**src/rtl/fetch_stage.sv**
```systemverilog
// MIPS32 instruction fetch stage: PC, req/valid fetch handshake and the IF/ID register.
// A taken redirect discards wrong-path data; an in-flight request is drained first.
module fetch_stage #(
    parameter logic [31:0] RESET_PC = 32'h0000_0000
) (
    input  logic        clk,
    input  logic        rst_n,
    output logic        imem_req,
    output logic [31:0] imem_addr,
    input  logic        imem_valid,
    input  logic [31:0] imem_rdata,
    input  logic        stall,
    input  logic        redirect_valid,
    input  logic [31:0] redirect_pc,
    output logic        if_id_valid,
    output logic [31:0] if_id_instr,
    output logic [31:0] if_id_pc4,
    output logic [5:0]  if_id_opcode
);

    // state | meaning
    // FETCH | request at req_addr outstanding, responses go to IF/ID (or hold when stalled)
    // HOLD  | one response parked in the hold buffer, no request issued
    // DRAIN | outstanding request is wrong-path; wait for it, then fetch target
    typedef enum logic [1:0] {
        ST_FETCH = 2'd0,
        ST_HOLD  = 2'd1,
        ST_DRAIN = 2'd2
    } state_e;

    state_e      state_q;
    logic [31:0] req_addr_q;
    logic [31:0] target_q;
    logic [31:0] hold_instr_q;
    logic [31:0] hold_pc4_q;
    logic        valid_q;
    logic [31:0] instr_q;
    logic [31:0] pc4_q;

    logic [31:0] redir_pc;
    logic [31:0] req_addr_inc;

    assign redir_pc     = redirect_pc & ~32'h0000_0003;
    assign req_addr_inc = req_addr_q + 32'd4;

    always_ff @(posedge clk or negedge rst_n) begin
        if (!rst_n) begin
            state_q      <= ST_FETCH;
            req_addr_q   <= RESET_PC;
            target_q     <= '0;
            hold_instr_q <= '0;
            hold_pc4_q   <= '0;
            valid_q      <= 1'b0;
            instr_q      <= '0;
            pc4_q        <= '0;
        end else if (redirect_valid) begin
            valid_q <= 1'b0;
            instr_q <= '0;
            case (state_q)
                ST_FETCH: begin
                    if (imem_valid) begin
                        req_addr_q <= redir_pc;
                    end else begin
                        target_q <= redir_pc;
                        state_q  <= ST_DRAIN;
                    end
                end
                ST_HOLD: begin
                    req_addr_q <= redir_pc;
                    state_q    <= ST_FETCH;
                end
                default: begin
                    // newest redirect wins even if the drain completes this cycle
                    target_q <= redir_pc;
                    if (imem_valid) begin
                        req_addr_q <= redir_pc;
                        state_q    <= ST_FETCH;
                    end
                end
            endcase
        end else begin
            case (state_q)
                ST_FETCH: begin
                    if (imem_valid) begin
                        req_addr_q <= req_addr_inc;
                        if (stall) begin
                            hold_instr_q <= imem_rdata;
                            hold_pc4_q   <= req_addr_inc;
                            state_q      <= ST_HOLD;
                        end else begin
                            valid_q <= 1'b1;
                            instr_q <= imem_rdata;
                            pc4_q   <= req_addr_inc;
                        end
                    end else if (!stall) begin
                        valid_q <= 1'b0;
                        instr_q <= '0;
                    end
                end
                ST_HOLD: begin
                    if (!stall) begin
                        valid_q <= 1'b1;
                        instr_q <= hold_instr_q;
                        pc4_q   <= hold_pc4_q;
                        state_q <= ST_FETCH;
                    end
                end
                default: begin
                    valid_q <= 1'b0;
                    instr_q <= '0;
                    if (imem_valid) begin
                        req_addr_q <= target_q;
                        state_q    <= ST_FETCH;
                    end
                end
            endcase
        end
    end

    assign imem_req     = (state_q != ST_HOLD);
    assign imem_addr    = req_addr_q;
    assign if_id_valid  = valid_q;
    assign if_id_instr  = instr_q;
    assign if_id_pc4    = pc4_q;
    assign if_id_opcode = instr_q[31:26];

endmodule

```
**config.mk**
```make
export PLATFORM = sky130hd
export DESIGN_NAME = fetch_stage
export DESIGN_NICKNAME = d
export VERILOG_FILES = /design/src/rtl/fetch_stage.sv
export SDC_FILE = /design/constraint.sdc
export NUM_CORES = 1
export LEC_CHECK = 0
export ABC_AREA = 0
export BUFFER_PORTS_ARGS = -buffer_cell sky130_fd_sc_hd__buf_2
export CAP_MARGIN = 30
export CORE_MARGIN = 1.5
export CORE_UTILIZATION = 35
export CTS_CLUSTER_DIAMETER = 50
export DETAILED_ROUTE_END_ITERATION = 16
export MAX_ROUTING_LAYER = met4
export PLACE_DENSITY = 0.61
export SLEW_MARGIN = 40
export SYNTH_ARGS = -nofsm -noshare
export SYNTH_HDL_FRONTEND = slang
export SYNTH_SLANG_ARGS = --single-unit
```
**constraint.sdc**
```tcl
create_clock -name clk -period 2.5 [get_ports clk]
set_input_delay 0.5 -clock clk [delete_from_list [all_inputs] [get_ports clk]]
set_output_delay 0.5 -clock clk [all_outputs]
set_load 0.02 [all_outputs]
```
==> key figures, run 1 <==
CTS
  – Clock latency on the worst-skew pair: 0.42 ns
  – Hold buffers post-CTS: 0
  – Clock buffer depth: 2
  – CTS root buf: clkbuf_16
  – Clk pin slew, worst setup/hold paths: 0.07 ns
  – H-tree depth: 4
  – Clock sink count: 187
  – Resize count post-CTS: 0
  – CTS tree: built
  – Cts bufs inserted: 17
  – Setup Buffers After CTS: 0

Power and ir drop
  – Pwr dens: 866 nW/um^2
  – Logic pwr share: 24.9%
  – Clk pwr share: 30.3%
  – Net Sw Power: 3.05 mW
  – LEAKAGE: 4.80 nW
  – Sw Ratio: 32.9%
  – P_int: 6.22 mW
  – Sequential Power Share: 44.8%
  – Max VDD drop: 0.399 mV

Routing
  – DR pass1 iterations: 5
  – WL met3: 1.18 mm
  – Final WL: 24.4 mm
  – WL met1: 11.9 mm
  – DRC violations left: 0
  – Metal2 WL: 10.8 mm
  – Antenna Nets Post-Route: 0
  – Max Used Layer: met4
  – Vias per cell: 5.30
  – Via count: 7207
  – Wire per inst: 17.9 um
  – DRT iter0 DRCs: 601

Synth
  – Ys Warns: 0
  – Post-Synth XOR/XNOR Area: 2.09%
  – Syn Area/Cell: 10.1 sq um
  – Seq/Total Area, Yosys: 53.1%
  – Adder-cell area share of the yosys netlist: 0.142%
  – Largest family of logic cells by synthesized area: compound AO/OA/AOI/OAI gates
  – Asr flop ratio synth: 100%
  – Netlist cell types: 54
  – Mux share of post-synthesis cell area: 9.01%
  – Synth Area in Compound Gates: 17.2%
  – Synth Area in Simple Gates: 14.2%
  – Synth Flop Type: dfrtp_1
  – EDFF count, synth: 0
  – Count of state elements after synthesis: 187
  – Synthesized area: 8810 sq um
  – Cells after synthesis: 875

Die
  – Die Height: 162 um
  – Std-Cell Core Area: 24500 sq um
  – Initial Util: 35.9%
  – DIE WIDTH: 162 um
  – Row count: 57
  – IO Count: 173
  – Die area: 26100 sq um

Cells and area
  – Area delta synth->final: 21.5%
  – # diodes: 0
  – Share of cells above drive strength 1: 29.8%
  – Total Nets Final: 1093
  – Fill cells: 2445
  – Fin area: 10700 sq um

Placement
  – HPWL after DPL: 16.9 mm
  – Area after DPL: 10100 sq um
  – Buffers added on ports: 166
  – DP Worst Slack: 0.326 ns
  – Routability cong.: 0.933

GRT
  – First-pass GRT wire length: 39.1 mm
  – Largest net degree at the start of global routing: 60
  – GRT Util Overall: 19.7%
  – Total gr overflow: 0
  – Initial antenna violation count: 0
  – Vias in the first global route: 6904

Critical path
  – Reg2reg start: imem_addr[9]$_DFFE_PN0P_
  – Crit path max-delay family: flip-flops
  – Crit Path Class: reg -> out
  – Worst setup path endpoint: imem_req
  – Critical Path, Cell by Cell: nor2b_4 -> clkinvlp_4 -> buf_2
  – Max incr delay on CP: 0.56 ns
  – CP Capture Type: output pin
  – CP Buf/Inv Count: 2
  – Levels on crit path: 3
  – Worst EP arrival: 1.86 ns
  – CP startpoint: state_q[0]$_DFFE_PN0P_
  – Reg2Reg Setup Slack: 0.33 ns
  – R2R depth: 5
  – Crit start category: flop
  – FF-to-FF End: if_id_pc4[29]$_DFFE_PN0P_
  – Critical Path RT: 2.00 ns
  – Critical-path top delay cell: dfrtp_1
  – Critical path fanouts, max: 10

STA
  – Max-Slew Margin vs Limit: 56.3%
  – Final min period: 2.36 ns
  – Measured slew at the worst slew-check pin: 0.656 ns
  – Setup TNS: 0 ns
  – Final hold vios: 0
  – Final Cycle Share: 94.5%
  – Unrepaired setup endpoints after global routing: false
  – Final-report max-slew violation count: 0
  – Max Clock Freq: 423 MHz
  – Setup Viol. Count Final: 0
  – Clock skew: 0.00981 ns
  – Final worst slack: 0.138 ns

Outcome
  – Status: completed

Worst hold path
  – Worst hold path type: in -> async

Flow run
  – Total of max-cap violations: 0
==> cell type report <==
class / count / area [sq um] / share of cell area (%)
clock inverters: 12 / 160 / 1.50
inverters: 11 / 45.0 / 0.421
well taps: 324 / 405 / 3.79
flip-flops and latches: 187 / 4680 / 43.7
clock buffers: 20 / 447 / 4.17
repair buffers: 197 / 1150 / 10.7
multi-input cells: 608 / 3810 / 35.6
repair inverters: 1 / 5.00 / 0.0468
==> stage by stage <==
stage / utilization (%) / std cells / hold slack [ns] / power [mW]
after floorplan: - / 878 / 0.204 / 5.58
after global placement: 41.1 / 1327 / 0.456 / 6.46
after detailed placement: 41.1 / 1327 / 0.462 / 6.53
after CTS: 43.6 / 1359 / 0.0302 / 9.36
after global routing: 43.6 / 1360 / 0.0425 / 9.79
final: 43.6 / 1360 / 0.0203 / 9.27
==> power by group through the flow <==
stage | combinational [mW] | clock, mW | sequential, mW
finish | 2.31 | 2.81 | 4.15
global route | 2.55 | 2.99 | 4.25
CTS | 2.33 | 2.88 | 4.15
detailed placement | 2.32 | 0 | 4.21
global placement | 2.29 | 0 | 4.17
floorplan | 1.13 | 0 | 4.45
==> cell usage after synthesis, types with 10 or more instances <==
library cell | number | share of area (%)
dfrtp_1 | 187 | 53
a22oi_1 | 32 | 2.7
xnor2_1 | 11 | 1.1
a221oi_1 | 10 | 0.99
a21oi_1 | 68 | 3.9
and3_1 | 17 | 1.2
nor3_1 | 14 | 0.80
buf_4 | 10 | 0.85
mux2_2 | 63 | 8.1
o21ai_0 | 84 | 4.8
xor2_1 | 10 | 0.99
o21ai_1 | 10 | 0.57
nor2_1 | 83 | 3.5
clkbuf_1 | 49 | 2.1
inv_1 | 11 | 0.47
nand2_1 | 86 | 3.7
nand3_1 | 13 | 0.74
==> worst min-delay path by stage <==
stage | to | slack (ns) | depth (start not counted)
global placement | if_id_instr[1]$_DFFE_PN0P_ | 0.46 | 2
CTS | hold_instr_q[1]$_DFFE_PN0P_ | 0.03 | 1
global route | hold_instr_q[1]$_DFFE_PN0P_ | 0.04 | 1
detailed placement | if_id_pc4[14]$_DFFE_PN0P_ | 0.46 | 1
finish | hold_instr_q[1]$_DFFE_PN0P_ | 0.02 | 1
floorplan | hold_instr_q[0]$_DFFE_PN0P_ | 0.20 | 0
==> cell families (layout without fill, tap and decap cells) <==
logic type / count (synthesis) / after routing
AOI/OAI and AO/OA: 252 / 252
xor gates and xnor gates: 21 / 21
adders and majority gates: 1 / 1
buffers and inverters: 83 / 241
DFF: 187 / 187
muxes: 71 / 71
other: 1 / 4
and+or+nand+nor: 259 / 259
==> metal layers <==
layer	track usage (%)	up-vias
met5	-	-
met4	6.92	0
met3	3.26	38
met2	27.6	224
met1	28.7	3523
li1	-	3422
==> registers in the layout, indices dropped and copies added, names as in the netlist <==
| signal | cells |
|---|---|
| hold_instr_q | 32 |
| state_q | 2 |
| imem_addr | 30 |
| target_q | 30 |
| if_id_pc4 | 30 |
| if_id_instr | 32 |
| if_id_valid | 1 |
| hold_pc4_q | 30 |
==> cells in the final DEF (no fill, tap or decap), drive strengths merged, types with 6 or more instances in the layout <==
cell      n
xor2     10
nand2    86
nand2b    7
o21ai    94
and4      6
a221oi   10
nor4     10
buf     196
a31oi     6
and3     17
dfrtp   187
mux2     66
nor2     83
a21oi    69
clkbuf   21
o31ai     7
inv      14
o2bb2a    7
xnor2    11
nand3    13
nand4     9
nor3     16
a22oi    32
Note: power is estimated with default switching activity, not from simulation.
==> run 2: changes to the inputs <==
==> constraint.sdc (replaced) <==
create_clock -name clk -period 2.5 [get_ports clk]
set_input_delay 0.375 -clock clk [delete_from_list [all_inputs] [get_ports clk]]
set_output_delay 0.375 -clock clk [all_outputs]
set_load 0.02 [all_outputs]
==> key figures, run 2 (synthesized netlist as in run 1, its figures left out) <==
Outcome
  – Status: completed

Power and ir drop
  – LEAKAGE: 4.76 nW (-0.83%)
  – Pwr dens: 854 nW/um^2 (-1.4%)
  – Max VDD drop: 0.411 mV (+3.0%)

Critical path
  – CP Capture Type: output pin
  – Critical Path RT: 2.12 ns (+0.12 ns)
  – Crit start category: flop
  – FF-to-FF End: imem_addr[31]$_DFFE_PN0P_
  – CP startpoint: state_q[1]$_DFFE_PN0P_
  – Reg2Reg Setup Slack: 0.21 ns (-0.12 ns)
  – Worst EP arrival: 2.03 ns (+0.17 ns)
  – Crit Path Class: reg -> out
  – Reg2reg start: imem_addr[19]$_DFFE_PN0P_
  – Critical path fanouts, max: 20 (+10)
  – Worst setup path endpoint: imem_req
  – R2R depth: 5 (unchanged)

Placement
  – HPWL after DPL: 16.8 mm (-0.47%)
  – Buffers added on ports: 166 (unchanged)
  – Area after DPL: 10100 sq um (-0.30%)
  – Routability cong.: 0.904 (-3.2%)
  – Placed insts: 1323 (-0.30%)

Die
  – Std-Cell Core Area: 24500 sq um (unchanged)
  – IO Count: 173 (unchanged)
  – Die area: 26100 sq um (unchanged)
  – DIE WIDTH: 162 um (unchanged)
  – Die Height: 162 um (unchanged)
  – Initial Util: 35.9% (unchanged)
  – Row count: 57 (unchanged)

STA
  – Measured slew at the worst slew-check pin: 0.720 ns (+0.0641 ns)
  – Final-report max-slew violation count: 0 (unchanged)
  – Clock skew: 0.0115 ns (+0.00166 ns)
  – Hold Slack: 0.179 ns (+0.158 ns)
  – Final hold vios: 0 (unchanged)
  – Setup TNS: 0 ns (unchanged)
  – Final min period: 2.40 ns (+0.0395 ns)
  – Final Cycle Share: 96.0% (+1.6 points)
  – Setup Viol. Count Final: 0 (unchanged)
  – Max Clock Freq: 416 MHz (-1.6%)
  – Max-Slew Margin vs Limit: 51.8% (-4.5 points)
  – Unrepaired setup endpoints after global routing: false

Routing
  – Via count: 7149 (-0.80%)
  – DRC violations left: 0 (unchanged)
  – Wire per inst: 17.9 um (-0.13%)
  – Final WL: 24.3 mm (-0.43%)
  – Vias per cell: 5.27 (-0.51%)
  – DR pass1 iterations: 5 (unchanged)
  – DRT iter0 DRCs: 559 (-7.0%)
  – Antenna Nets Post-Route: 0 (unchanged)

Worst hold path
  – Worst hold path type: in -> reg

Cells and area
  – Fin area: 10600 sq um (-0.73%)
  – Most common cell after layout, fill and taps aside: dfrtp_1
  – Final std cells w/o fill: 1356 (-0.29%)
  – Total Nets Final: 1089 (-0.37%)
  – Most frequent cells in the layout: dfrtp_1 (187), buf_2 (165), nand2_1 (86), o21ai_0 (83), nor2_1 (81)
  – Area delta synth->final: 20.6%
  – Share of cells above drive strength 1: 29.3% (-0.53 points)

CTS
  – Setup Buffers After CTS: 0 (unchanged)
  – Clock latency on the worst-skew pair: 0.42 ns (about the same)
  – Clock sink count: 187 (unchanged)
  – CTS root buf: clkbuf_16
  – CTS tree: built
  – Cts bufs inserted: 17 (unchanged)
  – Clk pin slew, worst setup/hold paths: 0.08 ns (about the same)
  – Clock buffer depth: 2 (unchanged)
  – H-tree depth: 4 (unchanged)

GRT
  – Largest net degree at the start of global routing: 63 (+5.0%)
  – Vias in the first global route: 6760 (-2.1%)
  – Total gr overflow: 0 (unchanged)
  – Initial antenna violation count: 1 (+1)
  – First-pass GRT wire length: 38.5 mm (-1.7%)
  – GRT Util Overall: 19.4% (-0.30 points)

Flow run
  – Total of max-cap violations: 0 (unchanged)
-- run 2: through the flow --
step	power (mW)	util, %	setup slack, ns
CTS	9.15	43.3	0.0926
finish	9.07	43.3	0.0988
detailed placement	6.51	41.0	0.261
global route	9.58	43.3	0.00378
floorplan	5.58	-	0.520
global placement	6.45	41.0	0.283
-- run 2: how the worst min path moves through the flow --
| stage | from | to | slack [ns] | cells after the start |
|---|---|---|---|---|
| 4_1_cts | imem_rdata[18] | hold_instr_q[18]$_DFFE_PN0P_ | 0.16 | 2 |
| 5_1_grt | imem_rdata[27] | hold_instr_q[27]$_DFFE_PN0P_ | 0.18 | 2 |
| 3_5_place_dp | rst_n | hold_instr_q[1]$_DFFE_PN0P_ | 0.42 | 1 |
| 3_3_place_gp | rst_n | hold_instr_q[0]$_DFFE_PN0P_ | 0.42 | 1 |
| 6_report | imem_rdata[18] | hold_instr_q[18]$_DFFE_PN0P_ | 0.18 | 2 |
| 2_1_floorplan | rst_n | hold_instr_q[0]$_DFFE_PN0P_ | 0.08 | 0 |
-- run 2: layout make-up --
cell class	count	area [sq um]
flip-flops and latches	187	4680
clock buffers	18	429
well taps	324	405
repair buffers	194	1130
diodes	1	2.50
multi-input cells	608	3810
fillers	2459	13900
inverters	11	41.3
clock inverters	13	133
-- run 2: worst max-delay path, cell delays in order, from the launching register on --
cell and delay (ns):
dfrtp_1 0.50, buf_4 0.24, nor2b_4 0.07, inv_1 0.50, buf_2 0.29
-- run 2: metal layers --
layer  global-route usage (%)  vias up  share of wire [%]
li1                         -     3410                  -
met1                     28.3     3488                 49
met2                     27.5      226                 44
met3                     3.75       25                5.7
met4                     5.25        0                1.6
met5                        -        -                  0
-- run 2: where the power goes --
group          leakage, nW  internal (mW)  switching [mW]
logic                 2.22          0.903            1.38
registers             2.28           3.69           0.474
clock network        0.268           1.40            1.23
total                 4.76           5.99            3.08
-- run 2: repair_timing --
item | 4_1_cts | 5_1_grt
resized for setup | 0 | 0
hold endpoints to repair | 58 | 0
hold buffers | 1 | 0
==> run 3: changes to the inputs <==
--- a/config.mk
+++ b/config.mk
@@ -13,7 +13,8 @@
 export CTS_CLUSTER_DIAMETER = 50
 export DETAILED_ROUTE_END_ITERATION = 16
 export MAX_ROUTING_LAYER = met4
-export PLACE_DENSITY = 0.61
+export PLACE_DENSITY = 0.63
+export SETUP_SLACK_MARGIN = 0.05
 export SLEW_MARGIN = 40
 export SYNTH_ARGS = -nofsm -noshare
 export SYNTH_HDL_FRONTEND = slang
==> constraint.sdc (replaced) <==
create_clock -name clk -period 2 [get_ports clk]
set_input_delay 0.3 -clock clk [delete_from_list [all_inputs] [get_ports clk]]
set_output_delay 0.3 -clock clk [all_outputs]
set_load 0.02 [all_outputs]
==> key figures, run 3 (synthesized netlist as in run 1, its figures left out) <==
Outcome
  – Status: completed

GRT
  – Initial antenna violation count: 0 (-1)
  – Total gr overflow: 0 (unchanged)
  – Vias in the first global route: 6980 (+3.3%)
  – GRT Util Overall: 20.2% (+0.79 points)
  – First-pass GRT wire length: 40.0 mm (+4.0%)
  – Largest net degree at the start of global routing: 64 (+1.6%)

Critical path
  – Crit path max-delay family: simple AND/OR/NAND/NOR gates
  – Crit Path Class: reg -> reg
  – Critical Path, Cell by Cell: ha_1 -> nand4_1 -> buf_4 -> nor2_2 -> nand3_2 -> o31ai_2 -> o2bb2a_1
  – R2R depth: 7 (+2)
  – CP Capture Type: flop
  – Critical Path RT: 2.31 ns (+0.19 ns)
  – Crit start category: flop
  – Reg2reg start: imem_addr[2]$_DFFE_PN0P_
  – Critical-path top delay cell: dfrtp_2
  – Max incr delay on CP: 0.36 ns (-0.14 ns)
  – Worst EP arrival: 2.20 ns (+0.17 ns)
  – CP Buf/Inv Count: 1 (-2)
  – Critical path fanouts, max: 5 (-75%)
  – CP startpoint: imem_addr[2]$_DFFE_PN0P_
  – Reg2Reg Setup Slack: 0.12 ns (-0.09 ns)
  – FF-to-FF End: imem_addr[26]$_DFFE_PN0P_

Die
  – IO Count: 173 (unchanged)
  – DIE WIDTH: 162 um (unchanged)
  – Row count: 57 (unchanged)
  – Initial Util: 35.9% (unchanged)
  – Die Height: 162 um (unchanged)
  – Die area: 26100 sq um (unchanged)
  – Std-Cell Core Area: 24500 sq um (unchanged)

Routing
  – DR pass1 iterations: 5 (unchanged)
  – Via count: 7325 (+2.5%)
  – DRC violations left: 0 (unchanged)
  – DRT iter0 DRCs: 528 (-5.5%)
  – Final WL: 25.2 mm (+3.6%)
  – Antenna Nets Post-Route: 0 (unchanged)
  – Vias per cell: 5.17 (-1.9%)
  – Wire per inst: 17.8 um (-0.80%)

CTS
  – Clock sink count: 187 (unchanged)
  – Cts bufs inserted: 17 (unchanged)
  – H-tree depth: 4 (unchanged)
  – Clock buffer depth: 2 (unchanged)
  – CTS tree: built
  – Clk pin slew, worst setup/hold paths: 0.08 ns (about the same)
  – Clock latency on the worst-skew pair: 0.43 ns (about the same)
  – CTS root buf: clkbuf_16

Cells and area
  – Most frequent cells in the layout: dfrtp_1 (180), buf_2 (165), nand2_1 (85), o21ai_0 (82), nor2_1 (79)
  – Fill cells: 2392 (-2.7%)
  – Final Util: 45.8% (+2.5 points)
  – Total Nets Final: 1149 (+5.5%)
  – Area delta synth->final: 27.5%
  – # diodes: 0 (-1)
  – Fin area: 11200 sq um (+5.7%)
  – Most common cell after layout, fill and taps aside: dfrtp_1
  – Share of cells above drive strength 1: 35.8% (+6.5 points)

STA
  – Measured slew at the worst slew-check pin: 0.526 ns (-0.194 ns)
  – Unrepaired setup endpoints after global routing: true
  – Hold Slack: 0.0977 ns (-0.0810 ns)
  – Final-report max-slew violation count: 0 (unchanged)
  – Final hold vios: 0 (unchanged)
  – Setup TNS: 0 ns (unchanged)
  – Setup Viol. Count Final: 0 (unchanged)
  – Max-Slew Margin vs Limit: 64.5% (+13 points)
  – Final min period: 1.88 ns
  – Clock skew: 0.0109 ns (-0.000593 ns)
  – Max Clock Freq: 531 MHz
  – Final Cycle Share: 94.2%

Placement
  – Routability cong.: 0.933 (+3.2%)
  – Area after DPL: 10500 sq um (+4.1%)
  – HPWL after DPL: 17.8 mm (+5.8%)
  – Buffers added on ports: 166 (unchanged)

Worst hold path
  – WHS Path Cells: 2 (unchanged)
  – HP Start: imem_rdata[21]
  – Hold Crit Endpoint: hold_instr_q[21]$_DFFE_PN0P_
  – Worst hold path type: in -> reg

Power and ir drop
  – Total power: 11.7 mW (+29%)
  – Sw Ratio: 34.9% (+0.90 points)
  – Max VDD drop: 0.583 mV (+42%)
  – Pwr dens: 1040 nW/um^2 (+22%)
  – Clk pwr share: 28.5% (-0.4 points)
  – Logic pwr share: 28.0% (+2.8 points)
  – P_int: 7.61 mW (+27%)
  – LEAKAGE: 5.07 nW (+6.5%)
  – Sequential Power Share: 43.6% (-2.3 points)
  – Net Sw Power: 4.08 mW (+32%)

Flow run
  – Total of max-cap violations: 0 (unchanged)
## run 3: worst max-delay path by stage
stage	endpoint	slack (ns)	cells after the start
floorplan	imem_addr[19]$_DFFE_PN0P_	0.05	6
global placement	imem_addr[20]$_DFFE_PN0P_	0.07	5
detailed placement	if_id_pc4[25]$_DFFE_PN0P_	0.04	4
CTS	imem_addr[15]$_DFFE_PN0P_	0.08	7
global route	if_id_pc4[24]$_DFFE_PN0P_	0.02	6
finish	imem_addr[26]$_DFFE_PN0P_	0.12	7
## run 3: power groups by stage
stage          Sequential, mW  Combinational (mW)  Clock, mW
3_3_place_gp             5.13                3.17          0
2_1_floorplan            5.57                1.41          0
3_5_place_dp             5.16                3.21          0
5_1_grt                  5.21                3.57       3.57
6_report                 5.09                3.27       3.33
4_1_cts                  5.09                3.24       3.41
## run 3: cell type report
class / count / area (sq um) / area share, %
clock buffer: 17 / 425 / 3.79
clock inverter: 15 / 153 / 1.36
inverter: 11 / 45.0 / 0.401
multi-input combinational: 608 / 3930 / 34.9
sequential: 187 / 4690 / 41.7
tap: 324 / 405 / 3.61
timing repair buffer: 253 / 1590 / 14.1
timing repair inverter: 1 / 5.00 / 0.0445
## run 3: what timing repair did
item,CTS,global route
gates resized for setup,3,24
setup buffers,3,4
hold buffers,1,0
endpoints found under the setup margin,16,30
pin swaps,0,4
cloned,1,0
endpoints found under the hold margin,41,0
## run 3: routing by layer
layer / track usage (%) / share of wire (%) / vias to the layer above
met5: - / 0 / -
met4: 6.13 / 1.9 / 0
met3: 3.13 / 4.0 / 28
met2: 29.3 / 45 / 195
met1: 29.1 / 49 / 3571
li1: - / - / 3531
## run 3: worst reg2reg max path, delay by kind of cell, from the launching register on
kind	cells	cell delay, ns
adders and majority gates	1	0.16
buffers and inverters	1	0.26
AOI/OAI and AO/OA	2	0.50
and+or+nand+nor	3	0.50
DFF	1	0.36
## run 3: stage by stage
step	std cells	setup WS [ns]
3_5_place_dp	1375	0.0441
5_1_grt	1416	0.0183
4_1_cts	1412	0.0782
2_1_floorplan	878	0.0526
3_3_place_gp	1375	0.0675
6_report	1416	0.117
